$ cat config.mk
export PLATFORM = sky130hd
export DESIGN_NAME = frac_clock_gen
export DESIGN_NICKNAME = d
export VERILOG_FILES = /design/src/rtl/frac_clock_gen.sv
export SDC_FILE = /design/constraint.sdc
export NUM_CORES = 1
export LEC_CHECK = 0
export ABC_AREA = 1
export BUFFER_PORTS_ARGS = -buffer_cell sky130_fd_sc_hd__clkbuf_2
export CAP_MARGIN = 20
export CORE_MARGIN = 8
export CORE_UTILIZATION = 35
export DETAILED_ROUTE_END_ITERATION = 10
export SLEW_MARGIN = 25
export SYNTH_ARGS = -nofsm -noshare
export SYNTH_HDL_FRONTEND = slang
export SYNTH_SLANG_ARGS = --single-unit
$ cat constraint.sdc
create_clock -name clk_src -period 10.5 [get_ports clk_src]
set_input_delay 0.525 -clock clk_src [delete_from_list [all_inputs] [get_ports clk_src]]
set_output_delay 0.525 -clock clk_src [all_outputs]
set_load 0.05 [all_outputs]
$ cat src/rtl/frac_clock_gen.sv
// Multi-channel fractional clock generator: one phase accumulator per channel produces
// clock-enable pulses and a square wave. New settings are staged and applied at a period boundary.
module frac_clock_gen #(
  parameter int                   CHANNELS  = 4,
  parameter int                   ACC_WIDTH = 24,
  parameter logic [ACC_WIDTH-1:0] RESET_INC = '0,
  parameter int                   CH_W      = (CHANNELS > 1) ? $clog2(CHANNELS) : 1
) (
  input  logic                 clk_src,
  input  logic                 reset,
  input  logic                 cfg_we,
  input  logic [CH_W-1:0]      cfg_ch,
  input  logic [ACC_WIDTH-1:0] cfg_inc,
  input  logic                 cfg_en,
  input  logic [CHANNELS-1:0]  sync,
  output logic [CHANNELS-1:0]  ce,
  output logic [CHANNELS-1:0]  clk_out,
  output logic [CHANNELS-1:0]  pending
);

  logic [ACC_WIDTH-1:0] acc_q   [CHANNELS];
  logic [ACC_WIDTH-1:0] acc_d   [CHANNELS];
  logic [ACC_WIDTH-1:0] inc_q   [CHANNELS];
  logic [ACC_WIDTH-1:0] inc_d   [CHANNELS];
  logic [ACC_WIDTH-1:0] p_inc_q [CHANNELS];
  logic [ACC_WIDTH-1:0] p_inc_d [CHANNELS];
  logic [ACC_WIDTH:0]   sum     [CHANNELS];

  logic [CHANNELS-1:0] en_q, en_d;
  logic [CHANNELS-1:0] p_en_q, p_en_d;
  logic [CHANNELS-1:0] pend_q, pend_d;
  logic [CHANNELS-1:0] ce_q, ce_d;
  logic [CHANNELS-1:0] carry, apply, wr;

  // NOTE: every signal gets a default before any condition, so no latch can be inferred.
  always_comb begin
    for (int i = 0; i < CHANNELS; i++) begin
      sum[i]   = {1'b0, acc_q[i]} + {1'b0, inc_q[i]};
      // Out-of-range channel numbers never match any index, so they are ignored.
      wr[i]    = cfg_we && (int'(cfg_ch) == i);
      carry[i] = en_q[i] && !sync[i] && sum[i][ACC_WIDTH];
      apply[i] = pend_q[i] && (!en_q[i] || (inc_q[i] == '0) || carry[i] || sync[i]);

      inc_d[i]   = inc_q[i];
      en_d[i]    = en_q[i];
      p_inc_d[i] = p_inc_q[i];
      p_en_d[i]  = p_en_q[i];
      pend_d[i]  = pend_q[i];
      ce_d[i]    = carry[i];
      acc_d[i]   = (sync[i] || !en_q[i]) ? '0 : sum[i][ACC_WIDTH-1:0];

      // The running period finishes with the old increment; the staged one starts next cycle.
      if (apply[i]) begin
        inc_d[i]  = p_inc_q[i];
        en_d[i]   = p_en_q[i];
        pend_d[i] = 1'b0;
        if (!p_en_q[i]) begin
          acc_d[i] = '0;
          ce_d[i]  = 1'b0;
        end
      end

      // A write in the apply cycle restages, so pending stays set.
      if (wr[i]) begin
        p_inc_d[i] = cfg_inc;
        p_en_d[i]  = cfg_en;
        pend_d[i]  = 1'b1;
      end
    end
  end

  // NOTE: the per-channel arrays are a handful of flops, not a RAM, so they take the async reset.
  always_ff @(posedge clk_src or posedge reset) begin
    if (reset) begin
      for (int i = 0; i < CHANNELS; i++) begin
        acc_q[i]   <= '0;
        inc_q[i]   <= RESET_INC;
        p_inc_q[i] <= '0;
      end
      en_q   <= '0;
      p_en_q <= '0;
      pend_q <= '0;
      ce_q   <= '0;
    end else begin
      // NOTE: non-blocking assignments keep every register updating from pre-edge values.
      acc_q   <= acc_d;
      inc_q   <= inc_d;
      p_inc_q <= p_inc_d;
      en_q    <= en_d;
      p_en_q  <= p_en_d;
      pend_q  <= pend_d;
      ce_q    <= ce_d;
    end
  end

  always_comb begin
    for (int i = 0; i < CHANNELS; i++) begin
      clk_out[i] = en_q[i] & ~acc_q[i][ACC_WIDTH-1];
    end
  end

  assign ce      = ce_q;
  assign pending = pend_q;

endmodule

# Word level (Yosys, flattened, before mapping)

Index checks and enable logic that the tools add are counted.

Muxes and demuxes: 28
Reductions and logical operators: 49
Add/sub/neg operators: 4
Bitwise operators: 8
Equal/unequal tests: 3

Operators with widths:

| kind                 | count |
|---|---|
| $mux W24             | 12 |
| $add A24 B24 Y25     | 4 |
| $logic_not A24 Y1    | 4 |
| $logic_and A1 B1 Y1  | 16 |
| $logic_or A1 B1 Y1   | 16 |
| $mux W1              | 16 |
| $logic_not A1 Y1     | 8 |
| $reduce_bool A2 Y1   | 4 |
| $and A1 B1 Y1        | 4 |
| $eq A2 B2 Y1 const B | 2 |
| $not A1 Y1           | 4 |
| $eq A2 B1 Y1 const B | 1 |
| $logic_not A2 Y1     | 1 |

Output and inout bits: 12
Register bits: 304
Input bits: 34
Logic and storage cells: 117

# Longest topological paths before layout

Gate-level depths: netlist of run 1.

Depth in word-level cells: 8
Mapped depth: 15
Depth with buffers taken out: 14

# Worst setup path after synthesis of run 1

Ideal clock, no wire load.

Path type: register to register
Start point: register inc_q[0] (netlist bit)
End point: register acc_q[10] (netlist bit)
Data arrival time: 1.870 ns
Cell stages (with the launch flop): 15
Period minus slack after synthesis: 2.011 ns
Path buffers: 1
Library setup time: 0.142 ns
Setup slack: 8.489 ns
Required time: 10.358 ns
Cell sequence: dfrtp_1 > ha_1 > inv_1 > fa_1 > inv_1 > nand2_1 > nand2_1 > nand3_1 > nand2_2 > nand2_2 > nand3_2 > nor2_4 > nor2_8 > buf_6 > a21oi_2

RTL lines:

| item                           | line | source |
|---|---|---|
| start: declaration             | 23   | `logic [ACC_WIDTH-1:0] inc_q [CHANNELS];` |
| start signal: assignment       | 87   | `inc_q <= inc_d;` |
| end signal: indexed assignment | 76   | `acc_q[i] <= '0;` |
| end signal: assignment         | 86   | `acc_q <= acc_d;` |
| end: declaration               | 21   | `logic [ACC_WIDTH-1:0] acc_q [CHANNELS];` |

# Worst setup path in the final report of run 1

Start point: register inc_q[0] (netlist bit)
End point: register inc_q[6] (netlist bit)

Word-level cells in the longest chain between the ends: 5
Elaborated cells on any way between the ends: 7
Classes of those cells: 1 x add/sub; 6 x reduce/logical

RTL lines:

| item                                                      | line   | source |
|---|---|---|
| $add A24 B24 Y25 or $logic_not A24 Y1 (tied branches)     | 38, 42 |  |
| $logic_and A1 B1 Y1 or $logic_or A1 B1 Y1 (tied branches) | 41, 42 |  |
| $logic_or A1 B1 Y1 * (2 in a row)                         | 42     | `apply[i] = pend_q[i] && (!en_q[i] \|\| (inc_q[i] == '0) \|\| carry[i] \|\| sync[i]);` |
| $logic_and A1 B1 Y1 *                                     | 42     |  |

Every way passes the cells marked *; elsewhere a longest branch is shown, timed or not.
A chain may end at the register's enable or synchronous reset.

==> results of run 1 <==
==> through the flow <==
stage	power [mW]	utilization [%]	worst slack (ps)
detailed placement	2.77	36.9	7860
global placement	2.76	36.9	7890
global route	4.31	39.1	7540
finish	4.02	39.2	7800
CTS	4.06	39.1	7810
floorplan	2.44	-	1570
==> layer usage <==
layer | up-vias | share of wire, % | track usage [%]
met5 | - | 0 | 0
met4 | 0 | 2.6 | 4.96
met3 | 83 | 3.6 | 1.86
met2 | 262 | 45 | 26.2
met1 | 7395 | 49 | 22.5
li1 | 8593 | - | -
==> kinds of logic (layout without fill, tap and decap cells) <==
kind of cell               count (synthesis)  in the layout  synth area share, %
and+or+nand+nor                         1686           1686                 36.2
buffers and inverters                    494            561                 10.6
DFF                                      304            304                 40.1
AOI/OAI and AO/OA                        206            206                 5.96
adders and majority gates                100            100                 6.75
xor gates and xnor gates                   9              9                0.415
other                                      0              2                    0
==> power by group through the flow <==
| stage | combinational [mW] | sequential, mW | clock (mW) |
|---|---|---|---|
| 2_1_floorplan | 0.906 | 1.54 | 0 |
| 6_report | 1.14 | 1.61 | 1.27 |
| 5_1_grt | 1.33 | 1.63 | 1.35 |
| 3_3_place_gp | 1.13 | 1.63 | 0 |
| 4_1_cts | 1.15 | 1.61 | 1.31 |
| 3_5_place_dp | 1.14 | 1.63 | 0 |
==> state kept, by name, indices dropped and copies added (netlist names) <==
signal	cells
ce	4
p_en_q	4
inc_q	96
pending	4
p_inc_q	96
acc_q	96
en_q	4
==> final timing paths <==
kind / endpoint / depth (start not counted)
min in group clk_src: p_inc_q[81] / 3
max reg2reg: inc_q[6] / 14
min reg2reg: inc_q[17] / 2
max: inc_q[6] / 14
max in group asynchronous: acc_q[0] / 3
min: acc_q[28] / 2
==> layout make-up <==
type                    count  area [sq um]
repair buffers             56           308
inverters                 440          1660
well taps                 696           871
fillers                  5789         32700
clock buffers              49          1040
multi-input cells        2001          9370
diodes                      2          5.00
clock inverters            16           165
flip-flops and latches    304          7610
==> cells in the final DEF (no fill, tap or decap), drive strengths merged, types with 9 or more instances in the layout <==
master  instances
nor2          277
a21oi          73
nand3         132
ha             96
or2            31
and2           17
dfrtp         304
inv           442
a21boi          9
buf            11
o21ai         120
nand4          27
nand2        1194
clkbuf         94
==> qor.csv, run 1 <==
stage,metric,value,unit
detailed_routing,first_iter_violations,1049,
worst_setup_path,reg2reg_slack,7800,ps
yosys,yosysWarningCount,0,
clocking,root_buffer,clkbuf_16,
floorplan,rows,85,
finish,final_nets,2973,
global_routing,grt_pass1_wl,82.9,mm
placement,post-place-cells,3497,
yosys,yosys-top-cells-area,"dfrtp_1, nand2_1, inv_1",
sta,clock.fmax,370,MHz
yosys,ys_seq_elements,304,
placement,hpwl,37.0,mm
sta,finClkSkew,31.9,ps
worst_setup_path,cp_slowest_cell,nor2_8,
yosys,synth_most_common_cell,nand2_1,
floorplan,initial_core_util,35.3,%
global_routing,grt_pass1_vias,15841,
yosys,syn_area,19000,sq um
clocking,cts_sinks,304,
clocking,htreeDepth,2,
yosys,synthArstFlopShare,100,%
sta,hold-worst-slack,131,ps
clocking,clkTransAtPathRegs,60,ps
worst_setup_path,crit_path_start_kind,flip-flop,
power_and_ir_drop,internal-power,2.56,mW
power_and_ir_drop,peakVddDrop,0.000145,V
sta,setup_violations,0,
sta,layout_min_cycle_time,2700,ps
power_and_ir_drop,p_switching,1.46,mW
placement,gp_congestion,0.936,
power_and_ir_drop,comb_power_share,28.3,%
worst_setup_path,crit_top_cell,nand2_1,
worst_setup_path,worst_setup_path_end_kind,flip-flop,
worst_setup_path,required,10980,ps
floorplan,die_area,61900,sq um
detailed_routing,via_per_inst,4.58,
yosys,synth_cell_types,34,
finish,drive_gt1_share,7.40,%
yosys,netlist.area_leader.share,40.1,%
finish,syn2layout_area_growth,10.8,%
global_routing,grt.total_usage,16.2,%
yosys,syn_inst,2799,
worst_setup_path,max_stage_delay,550,ps
power_and_ir_drop,p_leak,12.3,nW
floorplan,die_y,249,um
power_and_ir_drop,seqPwrFrac,40.0,%
global_routing,antenna_found_initial,1,
floorplan,ioPinCount,46,
sta,worst_slew_pin_slew,974,ps
finish,fin_cells,3564,
yosys,yosysSeqAreaShare,40.1,%
worst_setup_path,critical_path_class,reg2reg,
clocking,post_cts_buffers,0,
global_routing,grt_max_degree,123,
clocking,numCtsBuffers,36,
yosys,synth_commonest_cells,"nand2_1, inv_1, dfrtp_1",
worst_setup_path,critPathBufInv,2,
sta,fin_tns_setup,0,ps
detailed_routing,ant_nets,0,
clocking,cts_tree,built,
hold_path,hold_class,in2async,
clocking,clk_latency,560,ps
sta,finalMaxSlewViolations,0,
clocking,postCtsHoldBufs,0,
flow_run,max_cap_viol_count,0,
detailed_routing,drc,0,
detailed_routing,first_pass_iters,7,
floorplan,core,53700,sq um
sta,rsz0062_at_grt,no,
detailed_routing,routed_wl,50.1,mm
power_and_ir_drop,swShare,36.4,%
worst_setup_path,path_cells,"ha_1, inv_1, fa_1, inv_1, nand2_1, nand2_1, nand3_1, nand2_2, nand2_2, nand3_2, nor2_4, nor2_8, nand2_1, nand2_1",
placement,io_buffer_count,45,
finish,fin_area,21000,sq um
floorplan,die_width,249,um
run_status,outcome,"finished, final reports clean",
sta,period_share,25.7,%
clocking,clock_path_buffers,3,
sta,slew_headroom,35.1,%
power_and_ir_drop,cellPowerDensity,191,nW/um^2
yosys,yosysTopAreaCell,dfrtp_1,
yosys,synthFlopType,dfrtp_1,
yosys,avgSynthCellArea,6.78,sq um
worst_setup_path,crit_fanout,42,
worst_setup_path,path_delay_family,simple AND/OR/NAND/NOR gates,
yosys,synth_edf_count,0,
detailed_routing,drt-wirelength-per-cell,14.1,um
worst_setup_path,cp_data_arrival_time,3180,ps
global_routing,grt_overflow,0,
sta,hold_violations,0,
detailed_routing,dr_total_vias,16333,
worst_setup_path,r2r-start,inc_q[0],
power_and_ir_drop,p_clk_share,31.7,%
yosys,synth_nets,2933,
clocking,cts-resized-gates,0,
placement,place_area,19800,sq um
worst_setup_path,cp-startpoint,inc_q[0],
No activity file was read; power rests on OpenSTA's default activity.
==> run 2, diff against run 1 <==
- clock period: 10.5 -> 2.5 ns (I/O delays scaled with it)
==> run 2 against run 1 <==
Effect of this change: final cell count increased by 0.87%; largest power group unchanged; maximum frequency grew 16%; first-iteration DRC count rose by 5.6%; worst hold slack worse by 130 ps; largest cell class unchanged; sequential power grew to 4.2 times the previous value; wire length is 1.6% higher; clock-buffer cell count rose by 3; utilization is 0.70 points higher; sequential cell count unchanged; power grew to 4.2 times the previous value.
==> qor.csv, run 2 (same netlist as run 1, synthesis figures left out) <==
stage,metric,value,unit,change
run_status,outcome,"finished, final reports clean",,
global_routing,grt_overflow,0,,unchanged
worst_setup_path,required,2990,ps,-7990 ps
sta,hold_violations,0,,unchanged
floorplan,die_y,249,um,unchanged
finish,seq_area,7610,sq um,unchanged
sta,slew_headroom,39.0,%,+4.0 points
hold_path,hold_class,in2reg,,
clocking,htreeDepth,2,,unchanged
floorplan,initial_core_util,35.3,%,unchanged
worst_setup_path,r2r-start,inc_q[0],,
worst_setup_path,cp_data_arrival_time,2820,ps,-360 ps
finish,layout_commonest_cell,nand2_1,,
floorplan,rows,85,,unchanged
worst_setup_path,r2r_cells,15,,+1
global_routing,grt_pass1_vias,16023,,+1.1%
clocking,clkTransAtPathRegs,60,ps,about the same
floorplan,ioPinCount,46,,unchanged
global_routing,antenna_found_initial,0,,-1
finish,largestRegisters,"acc_q: 96 flops, inc_q: 96 flops, p_inc_q: 96 flops",,
finish,fin_area,21400,sq um,+1.8%
worst_setup_path,critical_path_class,reg2reg,,
worst_setup_path,crit_path_start_kind,flip-flop,,
finish,postLayoutCoreUtil,39.9,%,+0.70 points
finish,fillers,5617,,-3.0%
detailed_routing,dr_total_vias,16394,,+0.37%
detailed_routing,first_iter_violations,1108,,+5.6%
power_and_ir_drop,peakVddDrop,0.000580,V,+300%
clocking,cts_tree,built,,
hold_path,min_to,p_inc_q[87],,
finish,final_cell_mix,"nand2_1, inv_1, dfrtp_1",,
detailed_routing,ant_nets,0,,unchanged
power_and_ir_drop,p_leak,12.4,nW,+1.5%
clocking,numCtsBuffers,36,,unchanged
worst_setup_path,reg2reg_to,inc_q[6],,
sta,hold-worst-slack,0.120,ps,-131 ps
finish,syn2layout_area_growth,12.7,%,
sta,rsz0062_at_grt,no,,
clocking,root_buffer,clkbuf_16,,
finish,multi_input_area,9400,sq um,+0.35%
global_routing,grt_max_degree,119,,-3.3%
worst_setup_path,worst_setup_path_end_kind,flip-flop,,
detailed_routing,drc,0,,unchanged
power_and_ir_drop,cellPowerDensity,790,nW/um^2,+310%
sta,finalMaxSlewViolations,0,,unchanged
placement,gp_congestion,0.894,,-4.5%
sta,finClkSkew,15.3,ps,-16.6 ps
detailed_routing,via_per_inst,4.56,,-0.49%
sta,setup_violations,0,,unchanged
sta,worst_slew_pin_slew,914,ps,-59.6 ps
placement,io_buffer_count,45,,unchanged
detailed_routing,drt-wirelength-per-cell,14.2,um,+0.76%
finish,final_nets,3007,,+1.1%
clocking,clock_path_buffers,3,,unchanged
clocking,clk_latency,550,ps,about the same
placement,place_area,20100,sq um,+1.2%
finish,diodes,0,,-2
detailed_routing,first_pass_iters,5,,-2
finish,drive_gt1_share,8.18,%,+0.78 points
global_routing,grt_pass1_wl,83.9,mm,+1.1%
hold_path,min_path_cells,3,,
global_routing,grt.total_usage,16.4,%,+0.22 points
floorplan,core,53700,sq um,unchanged
worst_setup_path,crit_fanout,33,,-21%
hold_path,worstHoldStart,cfg_inc[15],,
sta,period_share,93.0,%,+67 points
placement,hpwl,38.5,mm,+4.1%
clocking,cts_sinks,304,,unchanged
flow_run,max_cap_viol_count,0,,unchanged
floorplan,die_area,61900,sq um,unchanged
detailed_routing,routed_wl,51.0,mm,+1.6%
worst_setup_path,reg2reg_slack,180,ps,-7620 ps
sta,clock.fmax,430,MHz,+16%
sta,layout_min_cycle_time,2320,ps,-377 ps
floorplan,die_width,249,um,unchanged
run 2: critical path, stage by stage, from the launching register on:
cell     delay [ps]
dfrtp_1         370
ha_1            210
inv_1            70
fa_1            390
inv_1           140
nand2_1          80
nand2_1          80
nand3_1          80
nand2_2         130
nand2_2          80
nand3_2         110
nor2_4           50
nor2_8           90
buf_12          210
nand2_1          90
nand2_1          60
run 2: cell type report:
| cell class | count | area share, % |
|---|---|---|
| Clock buffer | 52 | 5.01 |
| Clock inverter | 12 | 0.532 |
| Inverter | 440 | 7.77 |
| Multi-Input combinational cell | 2003 | 43.9 |
| Sequential cell | 304 | 35.5 |
| Tap cell | 696 | 4.07 |
| Timing Repair Buffer | 88 | 3.16 |
run 2: metrics by stage:
step                power (mW)  TNS (ps)  setup WS, ps  instances
floorplan                 10.3   -507070         -1670       2799
global placement          11.7         0           161       3517
detailed placement        11.7         0          60.9       3517
finish                    16.9         0           176       3595
global route              18.1         0          2.56       3595
CTS                       17.1         0          42.5       3592
run 2: what timing repair did:
action / CTS / global route
endpoints found under the setup margin: 0 / 88
hold endpoints to repair: 68 / 0
hold buffers: 11 / 0
setup buffers: 0 / 1
gates resized for setup: 0 / 7
run 2: worst max path at each step:
stage | from | to | slack (ps) | cells after the start
after detailed placement | inc_q[24] | inc_q[35] | 60 | 12
after global routing | inc_q[0] | inc_q[5] | 3 | 15
final | inc_q[0] | inc_q[6] | 180 | 15
after floorplan | reset | acc_q[0] | -1670 | 1
after CTS | inc_q[24] | inc_q[29] | 40 | 12
after global placement | inc_q[0] | acc_q[22] | 160 | 13
run 2: metal layers:
metal | up-vias | global-route usage, % | part of all wire (%)
met5 | - | 0 | 0
met4 | 0 | 4.12 | 2.1
met3 | 66 | 2.56 | 3.8
met2 | 248 | 27.2 | 46
met1 | 7421 | 22.2 | 48
li1 | 8659 | - | -
run 2: power breakdown:
part	total, mW	leakage, nW	switching, mW	internal, mW
clock	5.27	0.585	2.16	3.11
combinational	4.92	7.88	3.13	1.79
sequential	6.72	3.97	0.844	5.88
total	16.9	12.4	6.13	10.8
==> run 3, diff against run 2 <==
- CELL_PAD_IN_SITES_DETAIL_PLACEMENT: unset -> 1
- CELL_PAD_IN_SITES_GLOBAL_PLACEMENT: unset -> 1
- CORE_UTILIZATION: 35 -> 46
- PLACE_DENSITY_LB_ADDON: unset -> 0.1
==> run 3 against run 2 <==
Effect of this change: combinational power is 7.3% higher; setup slack got worse by 20 ps; critical path depth decreased by 1; sequential share of layout area is 0.12 points higher; first-iteration DRC count down 9.8%; clock skew up 18 ps; clock power rose by 4.9%; maximum frequency is 0.85% lower; die area down 22%; wire length up 17%; clock-buffer cell count is 3 lower; register-to-register slack worse by 20 ps; critical endpoint is now en_q[3]; highest routed layer is now met5.
==> qor.csv, run 3 (same netlist as run 1, synthesis figures left out) <==
stage,metric,value,unit,change
floorplan,die_y,219,um,-12%
worst_setup_path,worst_setup_path_end_kind,flip-flop,,
worst_setup_path,critical_path_class,reg2reg,,
detailed_routing,ant_nets,0,,unchanged
global_routing,busiest_layer,met2,,
clocking,clock_path_buffers,3,,unchanged
placement,post-place-cells,3360,,-4.5%
floorplan,die_width,219,um,-12%
sta,finalMaxSlewViolations,0,,unchanged
clocking,clkTransAtPathRegs,60,ps,about the same
clocking,root_buffer,clkbuf_16,,
run_status,outcome,"finished, final reports clean",,
finish,diodes,0,,unchanged
clocking,cts_tree,built,,
detailed_routing,first_iter_violations,999,,-9.8%
sta,clock.fmax,427,MHz,-0.85%
floorplan,core,40800,sq um,-24%
flow_run,max_cap_viol_count,0,,unchanged
worst_setup_path,max_stage_delay,410,ps,+20 ps
power_and_ir_drop,comb_power_share,30.0,%,+0.9 points
power_and_ir_drop,cellPowerDensity,825,nW/um^2,+4.5%
sta,hold-worst-slack,18.0,ps,+17.8 ps
finish,layout_commonest_cell,nand2_1,,
detailed_routing,dr_total_vias,17657,,+7.7%
power_and_ir_drop,internal-power,11.0,mW,+2.2%
power_and_ir_drop,swShare,37.4,%,+1.1 points
clocking,htreeDepth,2,,unchanged
worst_setup_path,cp_data_arrival_time,2750,ps,-70 ps
power_and_ir_drop,p_leak,12.5,nW,+0.49%
placement,pre_cts_slack,68.6,ps,+7.72 ps
sta,layout_min_cycle_time,2340,ps,+20.0 ps
sta,worst_slew_pin_slew,486,ps,-428 ps
finish,final_cell_mix,"nand2_1, inv_1, dfrtp_1",,
sta,period_share,93.8,%,+0.80 points
placement,gp_congestion,0.911,,+1.8%
global_routing,antenna_found_initial,1,,+1
clocking,cts_sinks,304,,unchanged
worst_setup_path,required,2900,ps,-90 ps
finish,seq_area,7610,sq um,unchanged
global_routing,grt_max_degree,56,,-53%
placement,io_buffer_count,45,,unchanged
detailed_routing,drc,0,,unchanged
worst_setup_path,crit_fanout,13,,-61%
sta,finClkSkew,33.3,ps,+18.0 ps
global_routing,grt_pass1_vias,19203,,+20%
finish,final_nets,3016,,+0.30%
detailed_routing,via_per_inst,5.13,,+13%
power_and_ir_drop,seqPwrFrac,38.6,%,-1.2 points
global_routing,grt.total_usage,25.6,%,+9.2 points
sta,setup_violations,0,,unchanged
power_and_ir_drop,peakVddDrop,0.000499,V,-14%
detailed_routing,first_pass_iters,5,,unchanged
worst_setup_path,critPathBufInv,3,,unchanged
sta,hold_violations,0,,unchanged
hold_path,hold_class,in2reg,,
global_routing,grt_use_met3,2.81,%,+0.25 points
floorplan,rows,74,,-13%
finish,fin_cells,3440,,-4.3%
worst_setup_path,crit_top_cell,nand2_1,,
detailed_routing,drt-wirelength-per-cell,17.4,um,+23%
global_routing,grt_overflow,0,,unchanged
power_and_ir_drop,power,17.6,mW,+4.1%
clocking,numCtsBuffers,36,,unchanged
clocking,clk_latency,560,ps,about the same
sta,rsz0062_at_grt,no,,
worst_setup_path,path_delay_family,simple AND/OR/NAND/NOR gates,,
finish,fillers,5438,,-3.2%
power_and_ir_drop,p_clk_share,31.4,%,+0.3 points
worst_setup_path,path_cells,"ha_4, inv_1, fa_1, inv_2, nand2_1, nand2_1, nand3_1, nand2_2, nand2_2, nand4_1, buf_4, nand2_4, nand2_1, o21ai_0",,
worst_setup_path,crit_path_start_kind,flip-flop,,
sta,slew_headroom,67.5,%,+28 points
global_routing,use_met1,32.7,%,+11 points
finish,multi_input_area,9400,sq um,about the same
global_routing,grt_pass1_wl,98.8,mm,+18%
placement,place_area,19900,sq um,-0.60%
finish,largestRegisters,"acc_q: 96 flops, inc_q: 96 flops, p_inc_q: 96 flops",,
power_and_ir_drop,p_switching,6.59,mW,+7.4%
finish,syn2layout_area_growth,12.4,%,
finish,drive_gt1_share,8.39,%,+0.22 points
floorplan,ioPinCount,46,,unchanged
sta,worst_slack,156,ps,-20.0 ps
floorplan,initial_core_util,46.5,%,+11 points
placement,hpwl,44.8,mm,+16%
global_routing,gr-usage-met2,43.6,%,+16 points
floorplan,die_area,48000,sq um,-22%
detailed_routing,routed_wl,59.8,mm,+17%
finish,fin_area,21300,sq um,-0.33%
worst_setup_path,cp_slowest_cell,dfrtp_1,,
[run 3: cell types whose count changed in the layout (fill, tap and decap cells not counted), sizes merged]
cell	change
buf	+10
bufinv	+3
clkbuf	-3
clkinv	+2
clkinvlp	+2
inv	-4
nand2	+1
nor2	-2
[run 3: what timing repair did]
| item | CTS | global route |
|---|---|---|
| buffers inserted | 0 | 4 |
| gates resized for setup | 0 | 8 |
| hold buffers | 11 | 0 |
| hold endpoints to repair | 142 | 0 |
| setup endpoints to repair | 0 | 80 |
[run 3: worst register-to-register path: cells and delay by family, from the launching register on]
family	cells	cell delay, ps
adder cells (fa/ha/maj)	2	560
buffers and inverters	3	310
AO/OA/AOI/OAI	1	100
AND/OR/NAND/NOR	8	840
flip-flops	1	410
[run 3: final cells by class]
class | count | share of cell area [%]
clock buffers | 49 | 4.79
repair buffers | 98 | 3.64
well taps | 532 | 3.12
flip-flops and latches | 304 | 35.7
clock inverters | 15 | 0.944
multi-input cells | 2002 | 44.1
inverters | 440 | 7.77
[run 3: worst paths after layout]
path | to | startpoint | cells past startpoint | slack [ps]
min | p_inc_q[10] | cfg_inc[10] | 3 | 20
min reg2reg | inc_q[6] | p_inc_q[6] | 2 | 470
min in group asynchronous | p_inc_q[84] | reset | 3 | 170
max | en_q[3] | inc_q[0] | 14 | 160
max reg2reg | en_q[3] | inc_q[0] | 14 | 160
max in group asynchronous | acc_q[71] | reset | 5 | 1490
[run 3: through the flow]
| stage | TNS, ps | util (%) |
|---|---|---|
| 3_5_place_dp | 0 | 48.8 |
| 5_1_grt | 0 | 52.2 |
| 6_report | 0 | 52.2 |
| 3_3_place_gp | 0 | 48.8 |
| 2_1_floorplan | -507070 | - |
| 4_1_cts | 0 | 52.1 |
[run 3: metal layers]
metal  part of all wire (%)  wire length, um
met3                    3.2             1940
met5                  0.022               13
met4                    4.1             2460
met2                     48            28700
met1                     45            26700
[run 3: power by group through the flow]
| stage | sequential [mW] | clock (mW) | combinational [mW] |
|---|---|---|---|
| 6_report | 6.80 | 5.53 | 5.28 |
| 5_1_grt | 6.90 | 5.81 | 5.99 |
| 4_1_cts | 6.77 | 5.64 | 5.27 |
| 3_5_place_dp | 6.82 | 0 | 5.18 |
| 3_3_place_gp | 6.77 | 0 | 4.90 |
| 2_1_floorplan | 6.46 | 0 | 3.80 |
